--- src/rtl/fp_mul_arbiter.sv ---
// fp_mul_arbiter: round-robin sharing of one pipelined FP multiplier among NUM_REQ requesters,
// with a tag pipeline that returns each result to its owner.
module fp_mul_arbiter #(
  parameter int NUM_REQ = 4,
  parameter int WIDTH   = 32,
  parameter int LATENCY = 3,
  parameter int MAX_OUT = 2
) (
  input  logic                     clk,
  input  logic                     reset,
  input  logic [NUM_REQ-1:0]       req_valid,
  output logic [NUM_REQ-1:0]       req_ready,
  input  logic [NUM_REQ*WIDTH-1:0] req_left,
  input  logic [NUM_REQ*WIDTH-1:0] req_right,
  input  logic [NUM_REQ*3-1:0]     req_rm,
  output logic [NUM_REQ-1:0]       resp_valid,
  output logic [WIDTH-1:0]         resp_out,
  output logic [4:0]               resp_flags,
  output logic                     busy,
  output logic                     mul_go,
  output logic [WIDTH-1:0]         mul_left,
  output logic [WIDTH-1:0]         mul_right,
  output logic [2:0]               mul_rm,
  input  logic [WIDTH-1:0]         mul_out,
  input  logic [4:0]               mul_flags
);
  localparam int IW = (NUM_REQ > 1) ? $clog2(NUM_REQ) : 1;
  localparam int CW = $clog2(MAX_OUT + 1);
  logic [NUM_REQ-1:0][CW-1:0]   cnt_q, cnt_d;
  logic [IW-1:0]                ptr_q, ptr_d, gidx, cand;
  logic                         found;
  logic [NUM_REQ-1:0]           elig, grant;
  logic [LATENCY-1:0]           tv_q, tv_d;
  logic [LATENCY-1:0][IW-1:0]   ti_q, ti_d;
  logic [NUM_REQ-1:0]           resp_valid_q, resp_valid_d;
  logic [WIDTH-1:0]             resp_out_q, resp_out_d;
  logic [4:0]                   resp_flags_q, resp_flags_d;
  logic                         busy_q, busy_d;

  always_comb begin
    for (int i = 0; i < NUM_REQ; i++) elig[i] = req_valid[i] && (cnt_q[i] < CW'(MAX_OUT));
  end

  // search starts just after the last winner; no grant while in reset
  always_comb begin
    found = 1'b0;
    gidx  = '0;
    cand  = '0;
    for (int k = 1; k <= NUM_REQ; k++) begin
      cand = IW'((int'(ptr_q) + k) % NUM_REQ);
      if (!found && elig[cand]) begin
        found = 1'b1;
        gidx  = cand;
      end
    end
    found = found && !reset;
    gidx  = found ? gidx : '0;
  end

  assign grant     = found ? (NUM_REQ'(1) << gidx) : '0;
  assign req_ready = grant;
  assign mul_go    = found;
  assign mul_left  = req_left[gidx*WIDTH +: WIDTH];
  assign mul_right = req_right[gidx*WIDTH +: WIDTH];
  assign mul_rm    = req_rm[gidx*3 +: 3];

  always_comb begin
    tv_d[0] = found;
    ti_d[0] = gidx;
    for (int s = 1; s < LATENCY; s++) begin
      tv_d[s] = tv_q[s-1];
      ti_d[s] = ti_q[s-1];
    end
    resp_valid_d = tv_q[LATENCY-1] ? (NUM_REQ'(1) << ti_q[LATENCY-1]) : '0;
    resp_out_d   = tv_q[LATENCY-1] ? mul_out : resp_out_q;
    resp_flags_d = tv_q[LATENCY-1] ? mul_flags : resp_flags_q;
    for (int i = 0; i < NUM_REQ; i++)
      cnt_d[i] = (grant[i] && !resp_valid_d[i]) ? cnt_q[i] + CW'(1) :
                 (!grant[i] && resp_valid_d[i]) ? cnt_q[i] - CW'(1) : cnt_q[i];
    ptr_d  = found ? gidx : ptr_q;
    busy_d = (|tv_d) || (|resp_valid_d);
  end

  always_ff @(posedge clk) begin
    if (reset) begin
      tv_q         <= '0;
      ti_q         <= '0;
      cnt_q        <= '0;
      ptr_q        <= IW'(NUM_REQ - 1);
      resp_valid_q <= '0;
      resp_out_q   <= '0;
      resp_flags_q <= '0;
      busy_q       <= 1'b0;
    end else begin
      tv_q         <= tv_d;
      ti_q         <= ti_d;
      cnt_q        <= cnt_d;
      ptr_q        <= ptr_d;
      resp_valid_q <= resp_valid_d;
      resp_out_q   <= resp_out_d;
      resp_flags_q <= resp_flags_d;
      busy_q       <= busy_d;
    end
  end

  assign resp_valid = resp_valid_q;
  assign resp_out   = resp_out_q;
  assign resp_flags = resp_flags_q;
  assign busy       = busy_q;
endmodule

--- config.mk ---
export PLATFORM = sky130hd
export DESIGN_NAME = fp_mul_arbiter
export DESIGN_NICKNAME = d
export VERILOG_FILES = /design/src/rtl/fp_mul_arbiter.sv
export SDC_FILE = /design/constraint.sdc
export NUM_CORES = 1
export LEC_CHECK = 0
export ABC_AREA = 1
export BUFFER_PORTS_ARGS = -buffer_cell sky130_fd_sc_hd__clkbuf_2
export CORE_AREA = 2 2 163 165
export DETAILED_ROUTE_END_ITERATION = 8
export DIE_AREA = 0 0 165 167
export SLEW_MARGIN = 10
export SYNTH_ARGS = -nofsm -noshare
export SYNTH_HDL_FRONTEND = slang
export SYNTH_SLANG_ARGS = --single-unit
--- constraint.sdc ---
create_clock -name clk -period 2.75 [get_ports clk]
set_clock_uncertainty 0.05 [all_clocks]
set_input_delay 0.1375 -clock clk [delete_from_list [all_inputs] [get_ports clk]]
set_output_delay 0.1375 -clock clk [all_outputs]
set_load 0.01 [all_outputs]
### Word-level counts from Yosys, hierarchy flattened

Index checks and enable logic that the tools add are counted.

| word-level totals | value |
|---|---|
| bits in registers | 61 |
| latch bits | 0 |
| RAM bits | 0 |
| ROM bits | 0 |
| output and inout port bits | 114 |
| memories kept | 0 |

| operators by class | value |
|---|---|
| add/subtract/negate cells | 12 |
| $mul | 1 |
| divide/modulo/power cells | 0 |
| magnitude comparators | 8 |
| eq/ne operators | 0 |
| shift operators | 5 |
| muxes and demuxes | 27 |
| bitwise gates (word level) | 0 |
| reductions and logical operators | 35 |

Operator list:

| operator | number |
|---|---|
| 128-bit by 8-bit indexed part select with 32-bit output | 2 |
| 2-bit 2-to-1 mux | 13 |
| 1-bit logical AND | 16 |
| 2-bit by 1-bit adder with 2-bit output (second input constant) | 6 |
| 1-bit zero test | 12 |
| 2-bit by 3-bit less-than comparator with 1-bit output (second input constant) | 4 |
| 12-bit by 5-bit indexed part select with 3-bit output | 1 |
| 1-bit binary-select mux with 2-bit select | 4 |
| 2-bit less-than comparator (second input constant) | 4 |
| 1-bit 2-to-1 mux | 8 |
| 4-bit 2-to-1 mux | 2 |
| 2-bit nonzero test | 4 |
| 1-bit by 2-bit left shift with 4-bit output (first input constant) | 2 |
| 2-bit by 1-bit subtractor with 2-bit output (second input constant) | 4 |
| 2-bit adder (second input constant) | 2 |
| 2-bit by 2-bit multiplier with 4-bit output (second input constant) | 1 |
| 4-bit OR reduction | 1 |
| 3-bit OR reduction | 1 |
| 1-bit logical OR | 1 |

### Depth between registers and ports, before layout

| logic depth | value |
|---|---|
| word-level depth | 22 |
| gate-level depth with buffers | 20 |
| depth with buffers taken out | 18 |

### Worst setup path before layout

No wires, ideal clock.

| timing path | value |
|---|---|
| path type | reg2reg |
| from | reg ptr_q[0] |
| to | reg cnt_q[7] (netlist bit) |
| arrival | 2.529 ns |
| required time | 2.642 ns |
| setup slack | 0.113 ns |
| cell stages (with the launch flop) | 18 |
| path buffers | 3 |
| cell sequence | dfxtp_1 buf_4 inv_4 nand2_1 nand2_1 nand3_1 nand2_2 nand4_1 nand2_2 nand3_2 buf_6 buf_4 nor2_1 ha_1 a21oi_1 o21ai_0 a21oi_1 o21a_1 |

| between the ends | value |
|---|---|
| longest elaborated chain between the ends | 20 |
| elaborated cells between the ends (all ways) | 35 |

Ends and longest elaborated chain:

| what | line | RTL |
|---|---|---|
| from (decl) | 30 | `logic [IW-1:0] ptr_q, ptr_d, gidx, cand;` |
| from (signal assigned) | 89 | `ptr_q <= IW'(NUM_REQ - 1);` |
| from (signal assigned) | 98 | `ptr_q <= ptr_d;` |
| 2-bit by 1-bit adder with 2-bit output | 50 | `cand = IW'((int'(ptr_q) + k) % NUM_REQ);` |
| 1-bit binary-select mux with 2-bit select | 51 | `if (!found && elig[cand]) begin` |
| 1-bit 2-to-1 mux (not written as such) | 51 |  |
| 1-bit 2-to-1 mux | 51 |  |
| 1-bit zero test | 51 |  |
| 1-bit logical AND | 51 |  |
| 1-bit 2-to-1 mux | 51 |  |
| 1-bit zero test | 51 |  |
| [5 not listed] | - |  |
| 1-bit logical AND | 56 | `found = found && !reset;` |
| 2-bit 2-to-1 mux | 57 | `gidx = found ? gidx : '0;` |
| 1-bit by 2-bit left shift with 4-bit output | 60 | `assign grant = found ? (NUM_REQ'(1) << gidx) : '0;` |
| 4-bit 2-to-1 mux * | 60 |  |
| named net req_ready[3] | 12 | `output logic [NUM_REQ-1:0] req_ready,` |
| 1-bit zero test | 79 | `(!grant[i] && resp_valid_d[i]) ? cnt_q[i] - CW'(1) : cnt_q[i];` |
| 1-bit logical AND | 79 |  |
| 2-bit nonzero test (no line) | - |  |
| to (signal assigned) | 97 | `cnt_q <= cnt_d;` |
| to (decl) | 29 | `logic [NUM_REQ-1:0][CW-1:0] cnt_q, cnt_d;` |

Mark *: on every way through the listed nets, which the timed path passes. The rest lies on a longest branch. The select of a mux whose other input is x is not followed.
A chain may end at the register's enable or synchronous reset.

### Worst setup path in the final report

| timing path | value |
|---|---|
| from | reg ptr_q[0] |
| to | out mul_right[9] |

| between the ends | value |
|---|---|
| longest elaborated chain between the ends | 16 |
| elaborated cells between the ends (all ways) | 29 |

Ends and longest elaborated chain:

| what | line | RTL |
|---|---|---|
| 2-bit by 1-bit adder with 2-bit output | 50 |  |
| 1-bit binary-select mux with 2-bit select | 51 |  |
| 1-bit 2-to-1 mux (not written as such) | 51 |  |
| 1-bit 2-to-1 mux | 51 |  |
| 1-bit zero test | 51 |  |
| 1-bit logical AND | 51 |  |
| 1-bit 2-to-1 mux | 51 |  |
| 1-bit zero test | 51 |  |
| 1-bit logical AND | 51 |  |
| 1-bit 2-to-1 mux | 51 |  |
| 1-bit zero test | 51 |  |
| 1-bit logical AND | 51 |  |
| 1-bit 2-to-1 mux | 51 |  |
| 1-bit logical AND | 56 |  |
| 2-bit 2-to-1 mux * | 57 |  |
| 128-bit by 8-bit indexed part select with 32-bit output * | 64 | `assign mul_right = req_right[gidx*WIDTH +: WIDTH];` |
| to (decl) | 22 | `output logic [WIDTH-1:0] mul_right,` |

Every way passes the cells marked *; elsewhere a longest branch is shown, timed or not. The select of a mux whose other input is x is not followed.

==> flow_metrics.py <==
metrics = {
    "global_route": {
        "overflow": 0,
        "grt_pass1_vias": 7342,
        "grt_pass1_wl_mm": 39.46,
        "antenna_found_initial": 9,
        "grtUsageTotal": 0.1819,
        "grt_start_max_net_pins": 79,
    },
    "sta": {
        "period_minus_slack_ns": 2.729,
        "fin_crit_sh": 0.9924,
        "tightest_slew_ns": 0.6052,
        "setup_violations": 0,
        "timing.setup.tns_ns": 0,
        "rsz0062_at_grt": "yes",
        "slew_violations": 0,
        "hold_violations": 0,
        "relSlewSlack": 0.5965,
        "max_freq_ghz": 0.3664,
    },
    "synth": {
        "ys_ff_latch": 61,
        "synthXorXnorAreaFrac": 0,
        "synth_compound_area_frac": 0.06492,
        "synth_flop_cell": "dfxtp_1",
        "yosys.area.top_type_share": 0.3930,
        "netlist_instances": 993,
        "async_flop_share": 0,
        "synthSimpleGateAreaFrac": 0.5951,
        "synth_edf_count": 0,
        "syn-mean-instance-area_um2": 5.474,
        "synthesis.nets": 1308,
        "synth_top_area_cell": "nand2_1",
        "synthDistinctLibCells": 23,
        "synthAdderAreaFrac": 0.009208,
        "synth_area_leaders": "nand2_1 39%, dfxtp_1 22%, nand4_1 16%, a21oi_1 4.7%, buf_2 3.6%",
        "netlist_area_um2": 5435,
        "yosys_warnings": 0,
        "seq_area_frac_synth": 0.2247,
        "synth_top_family_by_area": "simple AND/OR/NAND/NOR gates",
        "synthMuxAreaShare": 0,
    },
    "cells_and_area": {
        "area_growth_pct": 71.36,
        "mostFrequentLayoutCells": "540 x nand2_1, 412 x clkbuf_2, 136 x nand4_1, 59 x dfxtp_1, 49 x a21oi_1",
        "fillers": 2798,
        "layout_commonest_cell": "nand2_1",
        "nets": 1735,
        "drive_gt1_frac": 0.3933,
        "final_cells": 1768,
    },
    "setup_path": {
        "crit_top_cell": "nor2_4",
        "crit_chain": "nand3_1 -> nand3_1 -> nand2_2 -> nand3_2 -> nor2_4 -> nor2_4 -> o21ai_2 -> nor2_4 -> buf_12 -> clkbuf_16 -> nand2_1 -> nand2_1 -> clkbuf_2",
        "crit_type": "reg -> out",
        "cp_max_fo": 17,
        "cpMaxStageDelayCell": "dfxtp_4",
        "critPathCaptureType": "output port",
        "arrival_ns": 2.54,
        "cp-start-kind": "register",
        "slowest_delay_ns": 0.42,
        "worstPathRequired_ns": 2.56,
    },
    "route": {
        "drt_iter0_drc": 699,
        "antenna_left": 0,
        "viasPerCell": 4.870,
        "wl_mm": 32.45,
        "wl_per_cell_um": 18.35,
        "dr.pass1.iters": 8,
        "vias": 8610,
        "remaining_drc_errors": 0,
    },
    "run": {
        "cap_violations": 0,
    },
    "die": {
        "start_util": 0.2110,
        "die_height_um": 167,
        "die_w_um": 165,
        "coreArea_um2": 25760,
        "rows": 59,
        "die-area_um2": 27560,
        "io_pins": 425,
    },
    "cts": {
        "worstSkewPairLatency_ns": 0.32,
        "numCtsBuffers": 9,
        "cts_tree": "built",
        "cts_buffer_depth": 2,
        "cts_num_sinks": 61,
        "clk_pin_slew_ns": 0.05,
        "htreeDepth": 3,
        "ctsRootBufferMaster": "clkbuf_16",
    },
    "placement": {
        "dp_hpwl_mm": 20.01,
        "dp_cells": 1679,
        "port_buffers": 424,
        "gp_congestion": 0.9180,
    },
    "pwr": {
        "power_density_nw_per_um2": 1483,
        "irDropWorstVdd_mv": 0.7096,
        "p_total_uw": 13810,
        "power_leakage_uw": 0.005214,
    },
    "min_path": {
        "hp-class": "in -> reg",
    },
    "run_status": {
        "status": "finished clean",
    },
}
[logic make-up (layout without fill, tap and decap cells)]
| family | after synthesis | after routing |
|---|---|---|
| AOI/OAI and AO/OA | 65 | 65 |
| buffers and inverters | 112 | 543 |
| adders and majority gates | 4 | 4 |
| and+or+nand+nor | 751 | 751 |
| DFF | 61 | 61 |
| other | 0 | 9 |
[synthesized netlist by cell type, types with 4 or more instances]
library cell / n
o21bai_1: 4
nor2_1: 16
inv_1: 20
o21a_1: 4
buf_6: 9
o21ai_0: 4
nand4_1: 136
nand3_1: 21
nand2_1: 569
buf_1: 10
clkbuf_1: 21
a21oi_1: 51
dfxtp_1: 61
ha_1: 4
buf_2: 39
buf_4: 10
[metrics by stage]
step / util / hold slack (ns) / setup WS [ns] / instance area, µm²
detailed placement: 0.3001 / 0.3269 / -0.1005 / 7731
global route: 0.3615 / 0.007124 / -0.09353 / 9314
floorplan: - / 0.2280 / 0.1134 / 5435
finish: 0.3615 / 0.01436 / 0.02102 / 9314
global placement: 0.3001 / 0.3240 / -0.04228 / 7731
CTS: 0.3252 / 0.003247 / -0.0002378 / 8379
[path summary, 6_finish.rpt]
path	from	to	slack (ns)	cells after the start
max	ptr_q[0]	mul_right[9]	0.02	13
min	mul_out[23]	resp_out[23]	0.01	3
max reg2reg	ptr_q[0]	cnt_q[7]	0.14	15
min reg2reg	ti_d[4]	ti_q[4]	0.35	2
[per-layer routing]
metal / part of all wire / global-route usage
met5: 0 / 0
met1: 0.40 / 0.2147
met2: 0.49 / 0.3069
met4: 0.035 / 0.09565
met3: 0.077 / 0.03786
[registers in the layout (all words and copies together), names as in the netlist]
| register | flops |
|---|---|
| resp_out | 32 |
| ptr_q | 2 |
| resp_flags | 5 |
| resp_valid | 4 |
| ti_d | 4 |
| cnt_q | 8 |
| ti_q | 2 |
| busy | 1 |
| tv_q | 3 |
[where the power goes]
part | internal [µW] | switching (µW)
Clock | 740 | 373
Sequential | 1030 | 93.1
Combinational | 4540 | 7030
Total | 6310 | 7500
[worst max-delay path: cells and delay by family, from the launching register on]
family	cells	cell delay, ns
AO/OA/AOI/OAI	1	0.14
flip-flops	1	0.42
AND/OR/NAND/NOR	9	1.13
buffers and inverters	3	0.50
[what timing repair did]
action / CTS / global route
hold buffers: 27 / 0
setup endpoints to repair: 67 / 71
hold endpoints to repair: 27 / 0
buffers inserted: 0 / 15
pin swaps: 0 / 19
resized for setup: 14 / 93
cloned: 1 / 22
[area by class of cell]
class / count / area, µm² / area share
Inverter: 23 / 96.34 / 0.01034
Antenna cell: 9 / 22.52 / 0.002418
Sequential cell: 61 / 1229 / 0.1319
Multi-Input combinational cell: 820 / 3859 / 0.4143
Tap cell: 335 / 419.2 / 0.04500
Clock inverter: 4 / 47.55 / 0.005105
Timing Repair Buffer: 505 / 3388 / 0.3638
Clock buffer: 11 / 252.7 / 0.02714
Power figures use the tool's default switching activity.
